`src/rtl/cnn1d_pkg.sv`:
```
// Shared types and sizing for the 1-D CNN job sequencer and its result FIFO.
package cnn1d_pkg;

  localparam int unsigned NUM_PSUM   = 15;
  localparam int unsigned TAPS       = 3;
  localparam int unsigned NUM_RES    = NUM_PSUM / TAPS;
  localparam int unsigned DW         = 4;
  localparam int unsigned RW         = 10;
  localparam int unsigned FIFO_DEPTH = 4;

  localparam int unsigned WR_CNT_W   = $clog2(NUM_PSUM + 1);
  localparam int unsigned IDX_W      = 3;
  localparam int unsigned FIFO_CNT_W = $clog2(FIFO_DEPTH + 1);
  localparam int unsigned ENTRY_W    = IDX_W + RW;

  typedef enum logic [1:0] {
    S_IDLE,
    S_LOAD,
    S_READ,
    S_FINISH
  } state_t;

  typedef struct packed {
    logic [IDX_W-1:0] index;
    logic [RW-1:0]    data;
  } res_entry_t;

endpackage

```
`src/rtl/cnn1d_res_fifo.sv`:
```
// Small synchronous FIFO holding {index, data} convolution results; flush empties it.
module cnn1d_res_fifo
  import cnn1d_pkg::*;
#(
  parameter int unsigned DEPTH = FIFO_DEPTH
) (
  input  logic                       clk,
  input  logic                       reset,
  input  logic                       flush,
  input  logic                       push,
  input  logic [ENTRY_W-1:0]         push_data,
  input  logic                       pop,
  output logic [ENTRY_W-1:0]         head,
  output logic                       valid,
  output logic [$clog2(DEPTH+1)-1:0] count
);

  localparam int unsigned PTR_W = (DEPTH > 1) ? $clog2(DEPTH) : 1;
  localparam int unsigned CNT_W = $clog2(DEPTH + 1);

  logic [ENTRY_W-1:0] mem [DEPTH];
  logic [PTR_W-1:0]   wr_ptr;
  logic [PTR_W-1:0]   rd_ptr;
  logic               do_push;
  logic               do_pop;

  function automatic logic [PTR_W-1:0] bump(input logic [PTR_W-1:0] p);
    return (p == PTR_W'(DEPTH - 1)) ? '0 : p + PTR_W'(1);
  endfunction

  assign valid   = (count != '0);
  assign do_pop  = pop && valid;
  assign do_push = push && (count < CNT_W'(DEPTH));
  assign head    = mem[rd_ptr];

  always_ff @(posedge clk or negedge reset) begin
    if (!reset) begin
      wr_ptr <= '0;
      rd_ptr <= '0;
      count  <= '0;
      for (int unsigned i = 0; i < DEPTH; i++) mem[i] <= '0;
    end else if (flush) begin
      wr_ptr <= '0;
      rd_ptr <= '0;
      count  <= '0;
    end else begin
      if (do_push) begin
        mem[wr_ptr] <= push_data;
        wr_ptr      <= bump(wr_ptr);
      end
      if (do_pop) rd_ptr <= bump(rd_ptr);
      case ({do_push, do_pop})
        2'b10:   count <= count + CNT_W'(1);
        2'b01:   count <= count - CNT_W'(1);
        default: count <= count;
      endcase
    end
  end

endmodule

```
`src/rtl/cnn1d_job_sequencer.sv`:
```
// Sequences one convolution job: streams 15 operand pairs into the datapath,
// issues 5 credit-limited reads, and queues the results for the consumer.
module cnn1d_job_sequencer
  import cnn1d_pkg::*;
(
  input  logic          clk,
  input  logic          reset,
  input  logic          job_start,
  input  logic          abort,
  output logic          busy,
  output logic          job_done,
  input  logic          pix_valid,
  output logic          pix_ready,
  input  logic [DW-1:0] pix_image,
  input  logic [DW-1:0] pix_filter,
  output logic          dp_start,
  output logic [DW-1:0] dp_image,
  output logic [DW-1:0] dp_filter,
  output logic          dp_read_en,
  output logic          dp_reset_n,
  input  logic [RW-1:0] dp_conv_result,
  output logic          res_valid,
  input  logic          res_ready,
  output logic [RW-1:0] res_data,
  output logic [2:0]    res_index
);

  state_t                state;
  state_t                state_next;
  logic [WR_CNT_W-1:0]   wr_cnt;
  logic [IDX_W-1:0]      rd_cnt;
  logic                  v1;
  logic                  v2;
  logic [IDX_W-1:0]      idx1;
  logic [IDX_W-1:0]      idx2;
  logic                  abort_q;
  logic [FIFO_CNT_W-1:0] fifo_cnt;
  logic [FIFO_CNT_W-1:0] inflight;
  logic                  credit_ok;
  logic [ENTRY_W-1:0]    head_bits;
  res_entry_t            push_entry;
  res_entry_t            head_entry;

  // Reads still in the datapath pipe hold a FIFO slot so a stalled consumer never overflows it.
  assign inflight  = FIFO_CNT_W'(v1) + FIFO_CNT_W'(v2);
  assign credit_ok = (fifo_cnt + inflight) < FIFO_CNT_W'(FIFO_DEPTH);

  assign dp_image   = pix_image;
  assign dp_filter  = pix_filter;
  assign dp_reset_n = reset & ~abort_q;

  always_ff @(posedge clk or negedge reset) begin
    if (!reset) state <= S_IDLE;
    else        state <= state_next;
  end

  always_comb begin
    state_next = state;
    if (abort) begin
      state_next = S_IDLE;
    end else begin
      case (state)
        S_IDLE:   if (job_start) state_next = S_LOAD;
        S_LOAD:   if (pix_valid && (wr_cnt == WR_CNT_W'(NUM_PSUM - 1))) state_next = S_READ;
        S_READ:   if ((rd_cnt == IDX_W'(NUM_RES)) && !v1 && !v2) state_next = S_FINISH;
        S_FINISH: if (fifo_cnt == '0) state_next = S_IDLE;
        default:  state_next = S_IDLE;
      endcase
    end
  end

  always_comb begin
    busy       = (state != S_IDLE);
    pix_ready  = 1'b0;
    dp_start   = 1'b0;
    dp_read_en = 1'b0;
    job_done   = 1'b0;
    case (state)
      S_LOAD: begin
        pix_ready = 1'b1;
        dp_start  = pix_valid && !abort;
      end
      S_READ:   dp_read_en = !abort && (rd_cnt < IDX_W'(NUM_RES)) && credit_ok;
      S_FINISH: job_done   = !abort && (fifo_cnt == '0);
      default: ;
    endcase
  end

  always_ff @(posedge clk or negedge reset) begin
    if (!reset) begin
      abort_q <= 1'b0;
    end else begin
      abort_q <= abort;
    end
  end

  always_ff @(posedge clk or negedge reset) begin
    if (!reset) begin
      wr_cnt <= '0;
      rd_cnt <= '0;
      v1     <= 1'b0;
      v2     <= 1'b0;
      idx1   <= '0;
      idx2   <= '0;
    end else if (abort) begin
      wr_cnt <= '0;
      rd_cnt <= '0;
      v1     <= 1'b0;
      v2     <= 1'b0;
    end else begin
      v1   <= dp_read_en;
      idx1 <= rd_cnt;
      v2   <= v1;
      idx2 <= idx1;
      if (state == S_IDLE && job_start) begin
        wr_cnt <= '0;
        rd_cnt <= '0;
      end else begin
        if (dp_start)   wr_cnt <= wr_cnt + WR_CNT_W'(1);
        if (dp_read_en) rd_cnt <= rd_cnt + IDX_W'(1);
      end
    end
  end

  assign push_entry.index = idx2;
  assign push_entry.data  = dp_conv_result;
  assign head_entry       = res_entry_t'(head_bits);
  assign res_data         = head_entry.data;
  assign res_index        = head_entry.index;

  cnn1d_res_fifo #(
    .DEPTH(FIFO_DEPTH)
  ) u_res_fifo (
    .clk      (clk),
    .reset    (reset),
    .flush    (abort),
    .push     (v2),
    .push_data(push_entry),
    .pop      (res_ready),
    .head     (head_bits),
    .valid    (res_valid),
    .count    (fifo_cnt)
  );

endmodule

```
`config.mk`:
```
export PLATFORM = sky130hd
export DESIGN_NAME = cnn1d_job_sequencer
export DESIGN_NICKNAME = d
export VERILOG_FILES = /design/src/rtl/cnn1d_pkg.sv /design/src/rtl/cnn1d_res_fifo.sv /design/src/rtl/cnn1d_job_sequencer.sv
export SDC_FILE = /design/constraint.sdc
export NUM_CORES = 1
export LEC_CHECK = 0
export CORE_UTILIZATION = 49
export DETAILED_ROUTE_END_ITERATION = 8
export MAX_ROUTING_LAYER = met4
export PLACE_DENSITY_LB_ADDON = 0.25
export SETUP_SLACK_MARGIN = 0.3
export SYNTH_ARGS = -nofsm -noshare
export SYNTH_HDL_FRONTEND = slang
export SYNTH_SLANG_ARGS = --single-unit
```
`constraint.sdc`:
```
create_clock -name clk -period 2.55 [get_ports clk]
set_input_delay 0.255 -clock clk [delete_from_list [all_inputs] [get_ports clk]]
set_output_delay 0.255 -clock clk [all_outputs]
set_load 0.05 [all_outputs]
```
==> reports/metrics.yaml <==
run_status:
  outcome: "complete, no violations"
yosys:
  syn_avg_cell_area_um2: 13.9
  ys_warn_count: 0
  synthFlopType: "dfrtp_1"
  synth-seq-area-share: 0.513
  netlist.area_leader.share: 0.513
  ys_types: 44
  post-synth-top-area-cell: "dfrtp_1"
  synth_seq_cells: 77
  syn_nets: 310
  syn_area_um2: 3750
  async_flop_share: 1.00
  synth_area_leaders: "dfrtp_1 51%, mux2_1 14%, mux4_2 7.8%"
  postSynthCellCount: 271
  synth_edf_count: 0
clocking:
  htree_levels: 3
  numCtsBuffers: 9
  clock_path_buffers: 2
  clk_pin_slew_ns: 0.08
  clock_latency_ns: 0.35
  cts_tree: "done"
  cts.sinks: 77
  root_buffer: "clkbuf_8"
floorplan:
  die_h_um: 89.5
  die_width_um: 89.5
  start_util: 0.512
  die_area_um2: 8010
  coreArea_um2: 7330
  io_pins: 52
  rows: 31
drt:
  vias_per_cell: 5.31
  drt_iter0_markers: 89
  drcViolationCount: 0
  final_antenna_net_count: 0
  routed_wl_um: 6270
  vias: 2187
  post_drt_wl_per_cell_um: 15.2
  first_pass_iters: 4
placement:
  dpl.hpwl_um: 4230
  portBuffers: 35
  gp_congestion: 0.760
  dp.cells: 390
  post_dp_cell_area_um2: 4140
worst_setup_path:
  path_buf_inv: 1
  rr_startpoint: "u_res_fifo.count[2]$_DFFE_PN0P_"
  crit_family: "compound AO/OA/AOI/OAI gates"
  reg2reg_slack_ns: 0.54
  crit_type: "reg2out"
  cp_slowest_cell: "dfrtp_2"
  cp_data_required_time_ns: 2.30
  worstPathMaxFanout: 5
  crit-reg2reg-capture: "u_res_fifo.count[2]$_DFFE_PN0P_"
  startpoint_type: "flip-flop"
  crit_chain: "ha_4 > a21o_1 > a2111oi_4 > or2_4 > buf_12"
  worst_ep_arrival_time_ns: 1.94
  reg2reg_depth: 6
  critPathCaptureType: "output pin"
  slowest_delay_ns: 0.44
finish:
  mostFrequentLayoutCell: "dfrtp_1"
  n_antenna_cell: 0
  finalNonFillerCells: 412
  multi_input_area_um2: 1700
  most-common-layout-cells: "75 x dfrtp_1, 48 x mux2_1, 22 x buf_4"
  regArea_um2: 1930
  finalNetCount: 347
  layout-drive-gt1-share: 0.252
  finish.instance_area_um2: 4430
  synthToLayoutAreaGrowth_pct: 17.9
  fillCellCount: 562
timing:
  min_period_ns: 2.20
  hold_viol_final: 0
  holdWs_ns: 0.371
  finalCritPeriodShare: 0.862
  fin_setup_tns_ns: 0
  fmax_mhz: 455
  relSlewSlack: 0.521
  finalSetupViolCount: 0
  finalClockSkew_ns: 0.0126
  rsz0062_at_grt: "true"
  slew_violations: 0
  worst_slew_pin_slew_ns: 0.718
global_routing:
  grtUsageTotal: 0.188
  grt_pass1_wl_um: 10700
  grt_pass1_vias: 2243
  overflow: 0
  antenna_found_initial: 0
  grt_max_degree: 48
job:
  max_cap_viol_count: 0
pwr:
  p_leak_nw: 2.15
  peakVddDrop_mv: 0.626
  powerDensity_nw_per_um2: 835
worst_hold_path:
  min_path_type: "in2async"
==> cell type report <==
cell class / instances / area share
inverter: 8 / 0.00679
multi-input combinational: 168 / 0.385
tap: 99 / 0.0280
clock inverter: 5 / 0.0192
timing repair buffer: 44 / 0.0956
sequential: 77 / 0.436
clock buffer: 11 / 0.0297
==> routing by layer <==
layer  global-route usage  vias to the layer above  part of all wire  wire length [µm]
met5                    -                        -                 0                 0
met4               0.0808                        0             0.020               123
met3               0.0351                       11             0.030               191
met2                0.304                       39              0.48              3030
met1                0.231                     1097              0.47              2930
li1                     -                     1040                 -                 -
==> cells by family after synthesis <==
logic type	after synthesis	synth area share
muxes	74	0.260
AOI/OAI and AO/OA	23	0.0473
adders and majority gates	15	0.0520
buffers and inverters	26	0.0407
DFF	77	0.513
xor gates and xnor gates	3	0.00700
and+or+nand+nor	53	0.0793
==> per-stage QoR <==
stage	utilization	power, mW	setup WS, ns
floorplan	-	2.39	0.410
global placement	0.564	2.70	0.534
finish	0.604	3.70	0.352
detailed placement	0.564	2.72	0.505
global route	0.604	3.89	0.283
CTS	0.596	3.72	0.233
==> where the power goes <==
part           switching, mW  internal (mW)
sequential             0.130           1.34
clock                  0.443          0.555
combinational          0.720          0.511
total                   1.29           2.40
==> how the worst max path moves through the flow <==
| stage | slack, ns | from | cells past startpoint | to |
|---|---|---|---|---|
| after floorplan | 0.41 | state[1]$_DFFE_PN0P_ | 4 | dp_start |
| after global placement | 0.53 | u_res_fifo.count[0]$_DFFE_PN0P_ | 5 | dp_read_en |
| after detailed placement | 0.51 | u_res_fifo.count[0]$_DFFE_PN0P_ | 5 | dp_read_en |
| after CTS | 0.23 | u_res_fifo.count[0]$_DFFE_PN0P_ | 5 | dp_read_en |
| after global routing | 0.28 | u_res_fifo.count[0]$_DFFE_PN0P_ | 5 | dp_read_en |
| final | 0.35 | u_res_fifo.count[0]$_DFFE_PN0P_ | 5 | dp_read_en |
==> synthesized netlist by cell type (all sizes together), types with 2 or more instances <==
master	n
or3	2
nor3	3
clkbuf	2
o21ai	6
inv	8
nand2b	4
buf	16
ha	14
dfrtp	77
and2	6
mux2	59
mux4	13
nor2	17
o31ai	2
a21oi	7
nand3	3
nor2b	3
or2	2
mux2i	2
nand2	7
xnor2	2
a21o	3
==> timing repair <==
action | CTS | global route
gates resized for setup | 5 | 2
endpoints found under the setup margin | 8 | 1
hold endpoints to repair | 30 | 0
setup buffers | 0 | 5
pin swaps | 1 | 5
hold buffers | 1 | 0
==> sequential cells by signal, summed over array words and instances, names as in the netlist, 2 cells and up <==
name / count
idx2: 3
rd_cnt: 3
wr_cnt: 4
u_res_fifo.count: 3
u_res_fifo.mem: 52
idx1: 3
u_res_fifo.wr_ptr: 2
u_res_fifo.rd_ptr: 2
state: 2
(Power assumes the default switching activity.)
